===== src/rtl/rename_alloc_ctrl.sv =====
// rename_alloc_ctrl: physical-register free list with speculative/commit heads and flush recovery
module rename_alloc_ctrl #(
    parameter int NUM_AREGS    = 32,
    parameter int NUM_PREGS    = 64,
    parameter int RENAME_WIDTH = 2,
    parameter int AW           = $clog2(NUM_AREGS),
    parameter int PW           = $clog2(NUM_PREGS)
) (
    input  logic                       clk,
    input  logic                       rst,
    input  logic                       alloc_valid,
    input  logic [RENAME_WIDTH-1:0]    alloc_mask,
    input  logic [RENAME_WIDTH*AW-1:0] alloc_dst_areg,
    output logic                       alloc_ready,
    output logic [RENAME_WIDTH*PW-1:0] alloc_preg,
    output logic                       rat_w_en,
    output logic [RENAME_WIDTH-1:0]    rat_w_mask,
    output logic [RENAME_WIDTH*AW-1:0] rat_dst_areg,
    output logic [RENAME_WIDTH*PW-1:0] rat_new_alias,
    input  logic [RENAME_WIDTH-1:0]    free_mask,
    input  logic [RENAME_WIDTH*PW-1:0] free_preg,
    input  logic [RENAME_WIDTH-1:0]    commit_mask,
    input  logic                       flush,
    output logic [PW:0]                free_count
);
    typedef enum logic [1:0] {INIT, RUN, RECOVER} state_t;
    localparam logic [PW+1:0] NP2       = NUM_PREGS[PW+1:0];
    localparam logic [PW:0]   NP1       = NUM_PREGS[PW:0];
    localparam logic [PW-1:0] AREG_BASE = PW'(NUM_AREGS);
    localparam logic [PW-1:0] INIT_LAST = PW'(NUM_PREGS - NUM_AREGS - 1);
    localparam logic [PW-1:0] INIT_TAIL = PW'(NUM_PREGS - NUM_AREGS);
    localparam logic [PW:0]   INIT_FC   = (PW+1)'(NUM_PREGS - NUM_AREGS);

    state_t state, state_n;
    logic [PW-1:0] fl [NUM_PREGS];
    logic [PW-1:0] spec_head, commit_head, tail, init_k, commit_n, tail_n;
    logic [PW:0] fc, alloc_cnt, free_cnt, commit_cnt, used, diff, flush_fc;
    logic [PW+1:0] fc_sum;
    logic fire, do_flush;

    // count of set bits in m below lane n; n = RENAME_WIDTH gives the total
    function automatic logic [PW:0] pop(input logic [RENAME_WIDTH-1:0] m, input int n);
        logic [PW:0] c = '0;
        for (int i = 0; i < RENAME_WIDTH; i++)
            if (i < n && m[i]) c = c + 1'b1;
        return c;
    endfunction

    function automatic logic [PW-1:0] wrap(input logic [PW-1:0] p, input logic [PW:0] n);
        logic [PW+1:0] s = {2'b0, p} + {1'b0, n};
        return (s >= NP2) ? PW'(s - NP2) : PW'(s);
    endfunction

    always_comb begin
        alloc_cnt   = pop(alloc_mask, RENAME_WIDTH);
        free_cnt    = pop(free_mask, RENAME_WIDTH);
        commit_cnt  = pop(commit_mask, RENAME_WIDTH);
        alloc_ready = !rst && state == RUN && !flush && fc >= alloc_cnt;
        fire        = alloc_valid && alloc_ready;
        do_flush    = state == RUN && flush;
        used        = fire ? alloc_cnt : '0;
        commit_n    = wrap(commit_head, commit_cnt);
        tail_n      = wrap(tail, free_cnt);
        fc_sum      = {1'b0, fc} + {1'b0, free_cnt} - {1'b0, used};
        diff        = (tail_n >= commit_n) ? {1'b0, tail_n} - {1'b0, commit_n}
                                           : {1'b0, tail_n} + NP1 - {1'b0, commit_n};
        // equal pointers are ambiguous: treat as full unless the list was already empty
        flush_fc    = (diff == '0 && fc != '0) ? NP1 : diff;
        state_n     = state == INIT ? (init_k == INIT_LAST ? RUN : INIT)
                    : state == RUN  ? (flush ? RECOVER : RUN) : RUN;
        rat_w_en    = fire && |alloc_mask;
        rat_w_mask  = fire ? alloc_mask : '0;
        free_count  = rst ? '0 : fc;
    end

    for (genvar i = 0; i < RENAME_WIDTH; i++) begin : g_lane
        assign alloc_preg[i*PW +: PW] = fl[wrap(spec_head, pop(alloc_mask, i))];
    end

    assign rat_dst_areg  = alloc_dst_areg;
    assign rat_new_alias = alloc_preg;

    always_ff @(posedge clk) begin
        if (rst) begin
            state       <= INIT;
            init_k      <= '0;
            spec_head   <= '0;
            commit_head <= '0;
            tail        <= '0;
            fc          <= '0;
        end else begin
            state <= state_n;
            if (state == INIT) begin
                init_k <= init_k + 1'b1;
                if (init_k == INIT_LAST) begin
                    tail <= INIT_TAIL;
                    fc   <= INIT_FC;
                end
            end else begin
                tail        <= tail_n;
                commit_head <= commit_n;
                spec_head   <= do_flush ? commit_n : wrap(spec_head, used);
                fc          <= do_flush ? flush_fc : fc_sum[PW:0];
            end
        end
    end

    // free-list storage carries no reset; INIT fills it after every reset
    always_ff @(posedge clk) begin
        if (!rst && state == INIT)
            fl[init_k] <= AREG_BASE + init_k;
        else if (!rst)
            for (int i = 0; i < RENAME_WIDTH; i++)
                if (free_mask[i]) fl[wrap(tail, pop(free_mask, i))] <= free_preg[i*PW +: PW];
    end

    assert property (@(posedge clk) disable iff (rst) state != INIT |-> fc_sum <= {1'b0, NP1})
        else $error("free list overflow: free_count would exceed NUM_PREGS");
endmodule


===== config.mk =====
export PLATFORM = sky130hd
export DESIGN_NAME = rename_alloc_ctrl
export DESIGN_NICKNAME = d
export VERILOG_FILES = /design/src/rtl/rename_alloc_ctrl.sv
export SDC_FILE = /design/constraint.sdc
export NUM_CORES = 1
export LEC_CHECK = 0
export CAP_MARGIN = 20
export CORE_MARGIN = 2
export CORE_UTILIZATION = 55
export DETAILED_ROUTE_END_ITERATION = 8
export PLACE_DENSITY_LB_ADDON = 0.05
export SYNTH_ARGS = -nofsm -noshare
export SYNTH_HDL_FRONTEND = slang
export SYNTH_SLANG_ARGS = --single-unit

===== constraint.sdc =====
create_clock -name clk -period 5.25 [get_ports clk]
set_clock_uncertainty 0.15 [all_clocks]
set_input_delay 1.05 -clock clk [delete_from_list [all_inputs] [get_ports clk]]
set_output_delay 1.05 -clock clk [all_outputs]
set_load 0.03 [all_outputs]

==> run_results.csv <==
group,metric,value,unit
power,p_clk_frac,0.439,
final_layout,final_cells,2616,
power,p_sw,1741,uW
logic_synthesis,synth_area_per_cell,13.98,um2
power,powerDensity,251.8,nW/um2
worst_hold_path,hp-class,"reg2reg",
setup_path,crit_path_start,"alloc_mask[0]",
setup_path,crit_path_start_kind,"primary input",
timing,whs,307.3,ps
setup_path,crit-reg2reg-launch,"fc[0]$_SDFFE_PP0P_",
timing,slew_headroom,0.2107,
floorplanning,rows,81,
power,p_int,5864,uW
timing,slew_viol_final,0,
floorplanning,start_util,0.5537,
grt,grt_util_met2,0.5305,
clock_tree,path_clk_slew,50,ps
floorplanning,dieArea,50760,um2
timing,max_freq,194.9,MHz
drt,viasPerCell,6.977,
setup_path,reg2regPathDepth,19,
worst_hold_path,whs_path_depth,2,
power,switching_share,0.2289,
grt,grt_pass1_wl,122.3,mm
logic_synthesis,synth_edf_count,384,
power,power_frac_comb,0.076,
logic_synthesis,synth-compound-area-share,0.04436,
clock_tree,htreeDepth,2,
drt,wl,84.41,mm
drt,first_iter_violations,2197,
logic_synthesis,synthXorXnorAreaFrac,0.01036,
run,maxCapViolations,0,
logic_synthesis,synth_area,26930,um2
timing,rsz0062_at_grt,"false",
worst_hold_path,min_to,"commit_head[0]$_SDFFE_PP0N_",
grt,grtUsageMet1,0.4668,
place,dpl.hpwl,55.77,mm
place,dpl_cell_area,28520,um2
worst_hold_path,hp-start,"commit_head[0]$_SDFFE_PP0N_",
place,place_inst,2522,
floorplanning,die_w,225.3,um
final_layout,drive_gt1_frac,0.4546,
power,p_leak,0.01027,uW
clock_tree,numCtsBuffers,47,
run_status,outcome,"completed",
final_layout,final_core_util,0.6209,
place,port_buffers,56,
timing,worst_pin_slew,1184,ps
floorplanning,ios,77,
timing,finalCritPeriodShare,0.9774,
drt,vias,18253,
setup_path,worstPathRequired,4050,ps
floorplanning,die_h,225.3,um
setup_path,reg2reg_slack,1320,ps
clock_tree,clock_sinks,423,
place,place.gp.congestion,0.9474,
timing,setup_viol_count_final,0,
setup_path,rr_endpoint,"fc[6]$_SDFFE_PP0P_",
logic_synthesis,synthArstFlopShare,0,
power,sequentialPowerShare,0.484,
logic_synthesis,ys_seq_area_frac,0.4571,
final_layout,fill_cells,3698,
drt,dr.pass1.iters,5,
grt,top_usage_layer,"met2",
power,ir_drop,0.2856,mV
grt,antenna_found_initial,0,
final_layout,final_area,30200,um2
logic_synthesis,synth_mux_area_frac,0.3521,
grt,gr-usage-all-layers,0.3375,
clock_tree,ctsLongestPathBuffers,3,
setup_path,cp_max_fo,6,
logic_synthesis,synth-seq-cells,423,
logic_synthesis,synth_cell_types,64,
logic_synthesis,post_synth_fa_ha_maj_area_fraction,0.02072,
drt,antenna_left,0,
setup_path,critPathCaptureType,"primary output",
grt,grt_pass1_vias,17758,
clock_tree,clock-root-buffer,"clkbuf_16",
logic_synthesis,yosys_warnings,0,
logic_synthesis,synth_top_family_by_area,"multiplexers",
timing,hold_viol,0,
logic_synthesis,mappedNetlistNets,1999,
drt,drc,0,
grt,grt_max_degree,65,
logic_synthesis,yosys.area_share.simple,0.07238,
clock_tree,cts_tree,"built",
setup_path,arrival,3930,ps
final_layout,num-nets-final,2032,
final_layout,syn_to_final_growth,12.14,%
logic_synthesis,postSynthCellCount,1926,
grt,met3_usage,0.07145,
drt,wire_per_inst,32.26,um
setup_path,path_class,"in2out",
floorplanning,core,48650,um2
grt,overflow,0,
logic_synthesis,synth_flop_cell,"edfxtp_1",
timing,fin_crit,5131,ps
clock_tree,clock_latency,590,ps
## synth_stat cells (7+ instances only)
cell,n,area (um2)
nand3_1,35,175.2
nor2_1,96,360.4
clkbuf_1,120,450.4
buf_4,32,240.2
xnor2_1,15,131.4
nor2_2,26,162.7
nand2b_1,9,56.30
o21ai_0,45,225.2
nor2b_1,7,43.79
and3_1,11,68.82
mux4_2,228,5135
nor2_8,9,180.2
ha_1,35,437.9
inv_1,34,127.6
buf_1,11,41.29
edfxtp_1,384,11530
nor2_4,8,90.09
a31oi_1,14,87.58
xor2_1,15,131.4
or3_1,14,87.58
a21oi_1,31,155.2
mux2_2,371,4178
nand2_1,116,435.4
nor3_1,10,50.05
buf_2,42,210.2
buf_6,7,78.83
mux2_4,8,120.1
o21ai_1,9,45.04
o22ai_1,62,387.9
dfxtp_1,39,780.8
## worst max-delay path, stage by stage
cell,delay (ps)
dlygate4sd2_1,300
ha_4,400
buf_4,160
mux4_2,540
mux4_2,490
and3_1,190
a21oi_1,210
buf_4,190
o21ai_1,80
clkdlybuf4s15_2,300
## area by class of cell
cell class	instances	area (um2)	area share
Tap cell	622	778.2	0.02577
Multi-Input combinational cell	1255	13560	0.4489
Clock inverter	27	286.5	0.009487
Timing Repair Buffer	196	1911	0.06326
Clock buffer	56	1210	0.04006
Antenna cell	1	2.502	0.00008285
Sequential cell	423	12320	0.4079
Inverter	36	135.1	0.004474
## cell families after synthesis
kind of cell    count (synthesis)
fa+ha+maj                      41
simple gates                  375
xor+xnor                       31
buf+inv                       248
flops                         423
mux                           612
compound gates                196
## cells in the final DEF, fill, tap and decap left out, types with 36 or more instances in the layout
cell	netlist	final
nand2_1	116	111
mux4_2	228	228
dfxtp_1	39	36
o21ai_0	45	44
mux2_2	371	371
buf_4	32	123
clkbuf_16	0	47
nor2_1	96	96
edfxtp_1	384	384
o22ai_1	62	61
## flip-flops by register name (all words and copies together) (netlist names), named ones only
name	count
init_k	6
fl	384
tail	6
state	2
spec_head	6
fc	7
commit_head	6
## stage by stage
step                      TNS, ps  setup WS, ps  total power [uW]
final                           0         118.6              7606
after global routing            0         38.81              7777
after CTS                       0         144.4              7628
after detailed placement    -5881        -476.8              4312
after global placement      -5244        -450.2              4301
after floorplan                 0         172.3              4134
## metal layers
| metal | vias to the layer above | wire [um] |
|---|---|---|
| met5 | - | 0 |
| met4 | 0 | 3241 |
| li1 | 7610 | - |
| met3 | 192 | 7974 |
| met2 | 1000 | 39830 |
| met1 | 9451 | 33360 |
## power by group through the flow
stage                     logic, uW  clock network [uW]  registers [uW]
after global routing            615                3480            3680
after CTS                       575                3370            3680
after floorplan                 386                   0            3750
after detailed placement        558                   0            3750
final                           581                3340            3680
after global placement          547                   0            3750
## how the worst max path moves through the flow
| stage | cells past startpoint | end |
|---|---|---|
| finish | 10 | rat_new_alias[9] |
| global route | 10 | rat_new_alias[9] |
| CTS | 9 | alloc_preg[8] |
| detailed placement | 9 | rat_new_alias[7] |
| global placement | 9 | rat_new_alias[7] |
| floorplan | 20 | fc[5]$_SDFFE_PP0P_ |
## what timing repair did
item,CTS,global route
hold buffers,0,0
endpoints found under the setup margin,12,1
gates cloned,2,0
buffers inserted,8,0
gates resized for setup,39,1
pin swaps,3,0
No activity file was read; power rests on OpenSTA's default activity.
